$ cat config.mk
export PLATFORM = sky130hd
export DESIGN_NAME = pipeline_hazard_ctrl
export DESIGN_NICKNAME = d
export VERILOG_FILES = /design/src/rtl/pipeline_hazard_ctrl.sv
export SDC_FILE = /design/constraint.sdc
export NUM_CORES = 1
export LEC_CHECK = 0
export CAP_MARGIN = 20
export CORE_MARGIN = 2
export CORE_UTILIZATION = 27
export DETAILED_ROUTE_END_ITERATION = 12
export MAX_ROUTING_LAYER = met4
export PLACE_DENSITY_LB_ADDON = 0.25
export SLEW_MARGIN = 10
export SYNTH_ARGS = -nofsm -noshare
export SYNTH_HDL_FRONTEND = slang
export SYNTH_SLANG_ARGS = --single-unit
$ cat constraint.sdc
create_clock -name clk -period 4.3 [get_ports clk]
set_input_delay 0.86 -clock clk [delete_from_list [all_inputs] [get_ports clk]]
set_output_delay 0.86 -clock clk [all_outputs]
set_load 0.005 [all_outputs]
$ cat src/rtl/pipeline_hazard_ctrl.sv
// pipeline_hazard_ctrl
//   Stall/flush sequencer for the 5-stage 16-bit RISC pipeline. Resolves
//   data-cache misses (RUN -> MISS -> RESUME with a refill latency counter),
//   load-use hazards (one ID/EX bubble) and taken branches (IF/ID flush).
//   Priority: miss/MISS/RESUME > branch_taken > load-use > normal.
//
// Parameters
//   MISS_LATENCY  refill cycles spent in MISS (1..15)
//   REG_AW        register-address width
//
// Ports
//   clk, rst_n          clock, asynchronous active-low reset
//   mem_access, hit     MEM-stage load/store valid, data-cache hit
//   ex_mem_read, ex_rt  EX-stage load and its destination register
//   id_rs, id_rt        ID-stage source registers
//   id_uses_rt          ID instruction reads id_rt
//   branch_taken        EX-stage branch resolved taken
//   pc_write            PC update enable
//   if_id_write         IF/ID load enable
//   if_id_flush         IF/ID clear to NOP
//   id_ex_bubble        ID/EX loads NOP
//   pipe_hold           EX/MEM and MEM/WB hold
//   refill_req          one-cycle pulse starting a cache refill
//   miss_busy           sequencer is in MISS or RESUME
//
// Optional feature (macro HAZARD_PERF_CNT_EN)
//   Adds saturating 16-bit counters miss_stall_cycles, lu_stall_cycles and
//   br_flush_count. Without the macro these ports do not exist.

module pipeline_hazard_ctrl #(
  parameter int MISS_LATENCY = 4,
  parameter int REG_AW       = 3
) (
  input  logic              clk,
  input  logic              rst_n,
  input  logic              mem_access,
  input  logic              hit,
  input  logic              ex_mem_read,
  input  logic [REG_AW-1:0] ex_rt,
  input  logic [REG_AW-1:0] id_rs,
  input  logic [REG_AW-1:0] id_rt,
  input  logic              id_uses_rt,
  input  logic              branch_taken,
  output logic              pc_write,
  output logic              if_id_write,
  output logic              if_id_flush,
  output logic              id_ex_bubble,
  output logic              pipe_hold,
  output logic              refill_req,
  output logic              miss_busy
`ifdef HAZARD_PERF_CNT_EN
  ,
  output logic [15:0]       miss_stall_cycles,
  output logic [15:0]       lu_stall_cycles,
  output logic [15:0]       br_flush_count
`endif
);

  typedef enum logic [1:0] {ST_RUN, ST_MISS, ST_RESUME} state_e;

  localparam logic [3:0] LAT_M1 = 4'(MISS_LATENCY - 1);

  state_e     state_q, state_d;
  logic [3:0] cnt_q, cnt_d;

  logic miss_run;
  logic load_use;
  logic br_run;
  logic lu_run;

  // miss only matters in RUN; MISS/RESUME ignore the cache inputs entirely
  assign miss_run = (state_q == ST_RUN) && mem_access && !hit;

  // r0 is hardwired zero, so a load into r0 never creates a dependency
  assign load_use = ex_mem_read && (ex_rt != '0) &&
                    ((ex_rt == id_rs) || (id_uses_rt && (ex_rt == id_rt)));

  assign br_run = (state_q == ST_RUN) && !miss_run && branch_taken;
  assign lu_run = (state_q == ST_RUN) && !miss_run && !branch_taken && load_use;

  always_comb begin
    state_d = state_q;
    cnt_d   = cnt_q;
    case (state_q)
      ST_RUN: begin
        if (miss_run) begin
          state_d = ST_MISS;
          cnt_d   = LAT_M1;
        end
      end
      ST_MISS: begin
        // counter starts at MISS_LATENCY-1, so MISS lasts MISS_LATENCY cycles
        if (cnt_q == 4'd0) state_d = ST_RESUME;
        else               cnt_d   = cnt_q - 4'd1;
      end
      ST_RESUME: state_d = ST_RUN;
      default:   state_d = ST_RUN;
    endcase
  end

  always_ff @(posedge clk or negedge rst_n) begin
    if (!rst_n) begin
      state_q <= ST_RUN;
      cnt_q   <= 4'd0;
    end else begin
      state_q <= state_d;
      cnt_q   <= cnt_d;
    end
  end

  always_comb begin
    pc_write     = 1'b1;
    if_id_write  = 1'b1;
    if_id_flush  = 1'b0;
    id_ex_bubble = 1'b0;
    pipe_hold    = 1'b0;
    refill_req   = 1'b0;
    miss_busy    = 1'b0;
    if (!rst_n) begin
      // reset forces a safe pipeline: frozen PC, NOPs injected
      pc_write     = 1'b0;
      if_id_write  = 1'b0;
      if_id_flush  = 1'b1;
      id_ex_bubble = 1'b1;
    end else if (state_q != ST_RUN) begin
      pc_write    = 1'b0;
      if_id_write = 1'b0;
      pipe_hold   = 1'b1;
      miss_busy   = 1'b1;
    end else if (miss_run) begin
      pc_write    = 1'b0;
      if_id_write = 1'b0;
      pipe_hold   = 1'b1;
      refill_req  = 1'b1;
    end else if (branch_taken) begin
      // branch wins over load-use: the dependent ID instruction is squashed
      if_id_write  = 1'b0;
      if_id_flush  = 1'b1;
      id_ex_bubble = 1'b1;
    end else if (load_use) begin
      pc_write     = 1'b0;
      if_id_write  = 1'b0;
      id_ex_bubble = 1'b1;
    end
  end

`ifdef HAZARD_PERF_CNT_EN
  function automatic logic [15:0] sat_inc(input logic [15:0] v);
    return (v == 16'hFFFF) ? v : v + 16'd1;
  endfunction

  logic [15:0] miss_cnt_q, lu_cnt_q, br_cnt_q;

  always_ff @(posedge clk or negedge rst_n) begin
    if (!rst_n) begin
      miss_cnt_q <= 16'd0;
      lu_cnt_q   <= 16'd0;
      br_cnt_q   <= 16'd0;
    end else begin
      // detect cycle, every MISS cycle and RESUME all count as stalled
      if (miss_run || (state_q != ST_RUN)) miss_cnt_q <= sat_inc(miss_cnt_q);
      if (lu_run) lu_cnt_q <= sat_inc(lu_cnt_q);
      if (br_run) br_cnt_q <= sat_inc(br_cnt_q);
    end
  end

  assign miss_stall_cycles = miss_cnt_q;
  assign lu_stall_cycles   = lu_cnt_q;
  assign br_flush_count    = br_cnt_q;
`else
  logic unused_run;
  assign unused_run = br_run ^ lu_run;
`endif

endmodule

Yosys cells after proc, flatten, opt, wreduce, memory -nomap -nowiden
Index checks and enable logic that the tools add are counted.

word-level totals
  output and inout port bits = 7
  input port bits = 16
  word-level logic and storage cells = 54
  register bits = 6

cells by class
  muxes and demuxes = 31
  add/subtract/negate cells = 1
  reductions and logical operators = 14
  equality and inequality tests = 6

operators with widths
  cell                                              number
  2-to-1 mux 1 bit                                  25
  2-to-1 mux 4 bit                                  2
  case mux 4 bit (2 select lines)                   1
  == test 3 bit                                     2
  != test 2 bit, second input constant              3
  logical AND 1 bit                                 5
  zero test 4 bit                                   1
  2-to-1 mux 2 bit                                  2
  case mux 2 bit (2 select lines)                   1
  nonzero test 2 bit                                2
  subtractor 4 x 1 -> 4 bit, second input constant  1
  AND reduction 3 bit                               1
  nonzero test 3 bit                                1
  == test 2 x 1 -> 1 bit, second input constant     1
  zero test 2 bit                                   1
  AND reduction 2 bit                               1
  zero test 1 bit                                   1
  logical OR 1 bit                                  1

Longest topological paths before layout
  depth after elaboration = 9
  mapped depth = 6
  depth with buffers taken out = 6

Worst setup path after synthesis
No wires, ideal clock.

  path kind = input-to-output
  from = input mem_access
  to = output if_id_write
  arrival time = 1.474 ns
  setup slack = 1.966 ns
  required time = 3.440 ns
  stages on the path = 4
  path buffers = 0
  cell sequence = nor2b_1 -> nor3_1 -> nand2_1 -> nor3_1

between the ends
  longest elaborated chain between the ends = 5

ends and longest elaborated chain
  item                             RTL line  text
  start: declaration               36        input logic mem_access,
  logical AND 1 bit (2 in series)  72        assign miss_run = (state_q == ST_RUN) && mem_access && !hit;
  2-to-1 mux 1 bit                 130       end else if (miss_run) begin
  2-to-1 mux 1 bit                 125       end else if (state_q != ST_RUN) begin
  2-to-1 mux 1 bit                 119       if (!rst_n) begin
  end: declaration                 45        output logic if_id_write,

No other way between the ends.

Worst setup path in the final report
  from = input ex_rt[0]
  to = output id_ex_bubble

between the ends
  longest elaborated chain between the ends = 9
  elaborated cells on any way between the ends = 12
  those cells by class = eq/ne (2); mux (5); reduce/logical (5)

ends and longest elaborated chain
  item                   RTL line  text
  start: declaration     39        input logic [REG_AW-1:0] ex_rt,
  == test 3 bit          76        ((ex_rt == id_rs) || (id_uses_rt && (ex_rt == id_rt)));
  logical AND 1 bit      76
  logical OR 1 bit       76
  logical AND 1 bit (*)  75        assign load_use = ex_mem_read && (ex_rt != '0) &&
  2-to-1 mux 1 bit (*)   140       end else if (load_use) begin
  2-to-1 mux 1 bit (*)   135       end else if (branch_taken) begin
  2-to-1 mux 1 bit (*)   130
  2-to-1 mux 1 bit (*)   125
  2-to-1 mux 1 bit (*)   119
  end: declaration       47        output logic id_ex_bubble,

Mark *: on every way between the ends. The rest lies on a longest branch, timed or not.

==> impl_metrics.yaml <==
grt:
  grt_pass1_vias: 432
  grt_pass1_wl_um: 1840
  grt_max_degree: 11
  grt.overflow.total: 0
  grt_antenna_before_repair: 0
  grt_usage_pct: 13.0
timing:
  slew-limit-headroom_pct: 72.0
  slew_viol_final: 0
  clock_skew_ns: 0.00416
  hold_violations: 0
  finalCritPeriodShare_pct: 79.4
  fmax_mhz: 293
  tns_ns: 0
  min_period_ns: 3.41
  tightest_slew_ns: 0.418
  setup_viol: 0
  rsz0062_at_grt: "false"
logic_synthesis:
  synth-seq-area-share_pct: 34.0
  ys_seq_elements: 6
  ys_async_sr_fraction_pct: 100
  synth_edf_count: 0
  synth_fp_nets: 68
  ys_types: 22
  syn-cell-area_um2: 442
  synth_ff_type: "dfrtp_1"
  yosysWarnings: 0
  synth_cells: 50
  synth_area_per_cell_um2: 8.83
clocking:
  hold_buffers: 0
  cts_buffer_depth: 2
  postCtsSetupBuffers: 0
  cts_made_buffers: 3
  clk-insertion-delay-late_ns: 0.24
  tritoncts: "done"
  postCtsResizedCells: 0
  clkSinkCount: 6
  clk_pin_slew_ns: 0.04
  h-tree-depth: 1
  root_buffer: "clkbuf_4"
worst_setup_path:
  max_stage_delay_ns: 0.54
  critical_path.top_delay_family: "buffers and inverters"
  worstSetupPathType: "input port to primary output"
  crit_slowest_cell: "clkdlybuf4s50_1"
  cp-start-kind: "input port"
  critPathMaxFanout: 3
  path_buf_inv: 2
  required_ns: 3.44
  crit_top_cell: "clkdlybuf4s50_1"
  worstSetupEndpointType: "primary output"
  path_cells: "clkdlybuf4s50_1, xnor2_1, nand4_1, a21oi_1, a211o_1, clkdlybuf4s50_1"
  worstPathArrival_ns: 2.55
power:
  total_power_w: 0.000295
  leakage_nw: 0.300
  vdd.ir_drop.worst_uv: 249
  p_per_area_nw_per_um2: 419
cells_and_area:
  final_cell_mix: "clkdlybuf4s50_1 (22), nor2_1 (7), xnor2_1 (6), dfrtp_1 (6), inv_1 (4)"
  final_common_cell: "clkdlybuf4s50_1"
  num-nets-final: 95
  fillers: 149
  fin_area_um2: 704
  syn2layout_area_growth_pct: 59.5
  drive_gt1_share_pct: 9.33
  num_antenna_cells: 0
hold_path:
  min_path_type: "flip-flop to flip-flop"
status:
  status: "completed"
routing:
  drc: 0
  dr.pass1.iters: 2
  drt_iter0_drc: 6
  num_vias: 432
  final_antenna_net_count: 0
  vias_per_cell: 4.75
  wire_per_inst_um: 11.1
  wirelength_um: 1010
die:
  die_area_um2: 1980
  rows: 14
  die-height_um: 44.4
  initial_core_util_pct: 29.0
  ios: 23
  die_w_um: 44.4
  design.core.area_um2: 1520
place:
  gp_congestion: 0.787
  placed_area_um2: 682
  dp_hpwl_um: 835
  io_buffers: 22
job:
  max-cap-violations: 0
-- state kept, by name, indices dropped and copies added (netlist names) --
signal	cells
state_q	2
cnt_q	4
-- cell families (layout without fill, tap and decap cells) --
kind of cell	after synthesis	after routing	share of synthesized area [%]
adders and majority gates	2	2	5.66
and+or+nand+nor	23	23	30.6
xor gates and xnor gates	8	8	15.9
DFF	6	6	34.0
AOI/OAI and AO/OA	7	7	10.5
buffers and inverters	4	29	3.40
-- area by class of cell --
| type | count | area, µm² | share of cell area (%) |
|---|---|---|---|
| clock buffer | 3 | 22.5 | 3.20 |
| multi-input combinational | 40 | 277 | 39.3 |
| tap | 16 | 20.0 | 2.84 |
| timing repair buffer | 22 | 220 | 31.3 |
| sequential | 6 | 150 | 21.3 |
| inverter | 4 | 15.0 | 2.13 |
-- through the flow --
step                      cells  setup WS, ns  util (%)  hold slack, ns
final                        91         0.888      46.2           0.511
after global routing         91         0.768      46.2           0.534
after CTS                    91         0.881      46.2           0.511
after detailed placement     88         0.884      44.7           0.505
after global placement       88         0.936      44.7           0.506
after floorplan              50          1.97         -           0.472
-- synth_stat cells (all sizes together), types with 2 or more instances --
cell / count / area [µm²]
a21oi: 2 / 10.0
a31oi: 2 / 12.5
and2b: 2 / 17.5
dfrtp: 6 / 150
ha: 2 / 25.0
inv: 4 / 15.0
nand3: 3 / 15.0
nor2: 7 / 26.3
nor3: 3 / 15.0
xnor2: 6 / 52.6
xor2: 2 / 17.5
-- layer usage --
metal	share of wire (%)	track usage [%]	wire length (µm)	up-vias
li1	-	-	-	225
met1	43	15.0	434	190
met2	47	21.8	479	17
met3	9.8	5.31	99	0
met4	0	1.82	0	0
met5	0	-	0	-
-- final timing paths --
kind / start / endpoint / slack (ns) / cells after the start
max in group asynchronous: rst_n / cnt_q[1] / 3.11 / 1
min reg2reg: cnt_q[0] / cnt_q[0] / 0.51 / 1
max: ex_rt[0] / id_ex_bubble / 0.89 / 6
min: cnt_q[0] / cnt_q[0] / 0.51 / 1
max reg2reg: cnt_q[0] / cnt_q[0] / 2.80 / 6
min in group asynchronous: rst_n / state_q[1] / 0.91 / 1
-- power by group --
group          total (W)  switching [W]  internal [W]
combinational   0.000143      0.0000633     0.0000795
sequential      0.000102      0.0000222     0.0000799
clock          0.0000503      0.0000188     0.0000315
(Power assumes the default switching activity.)
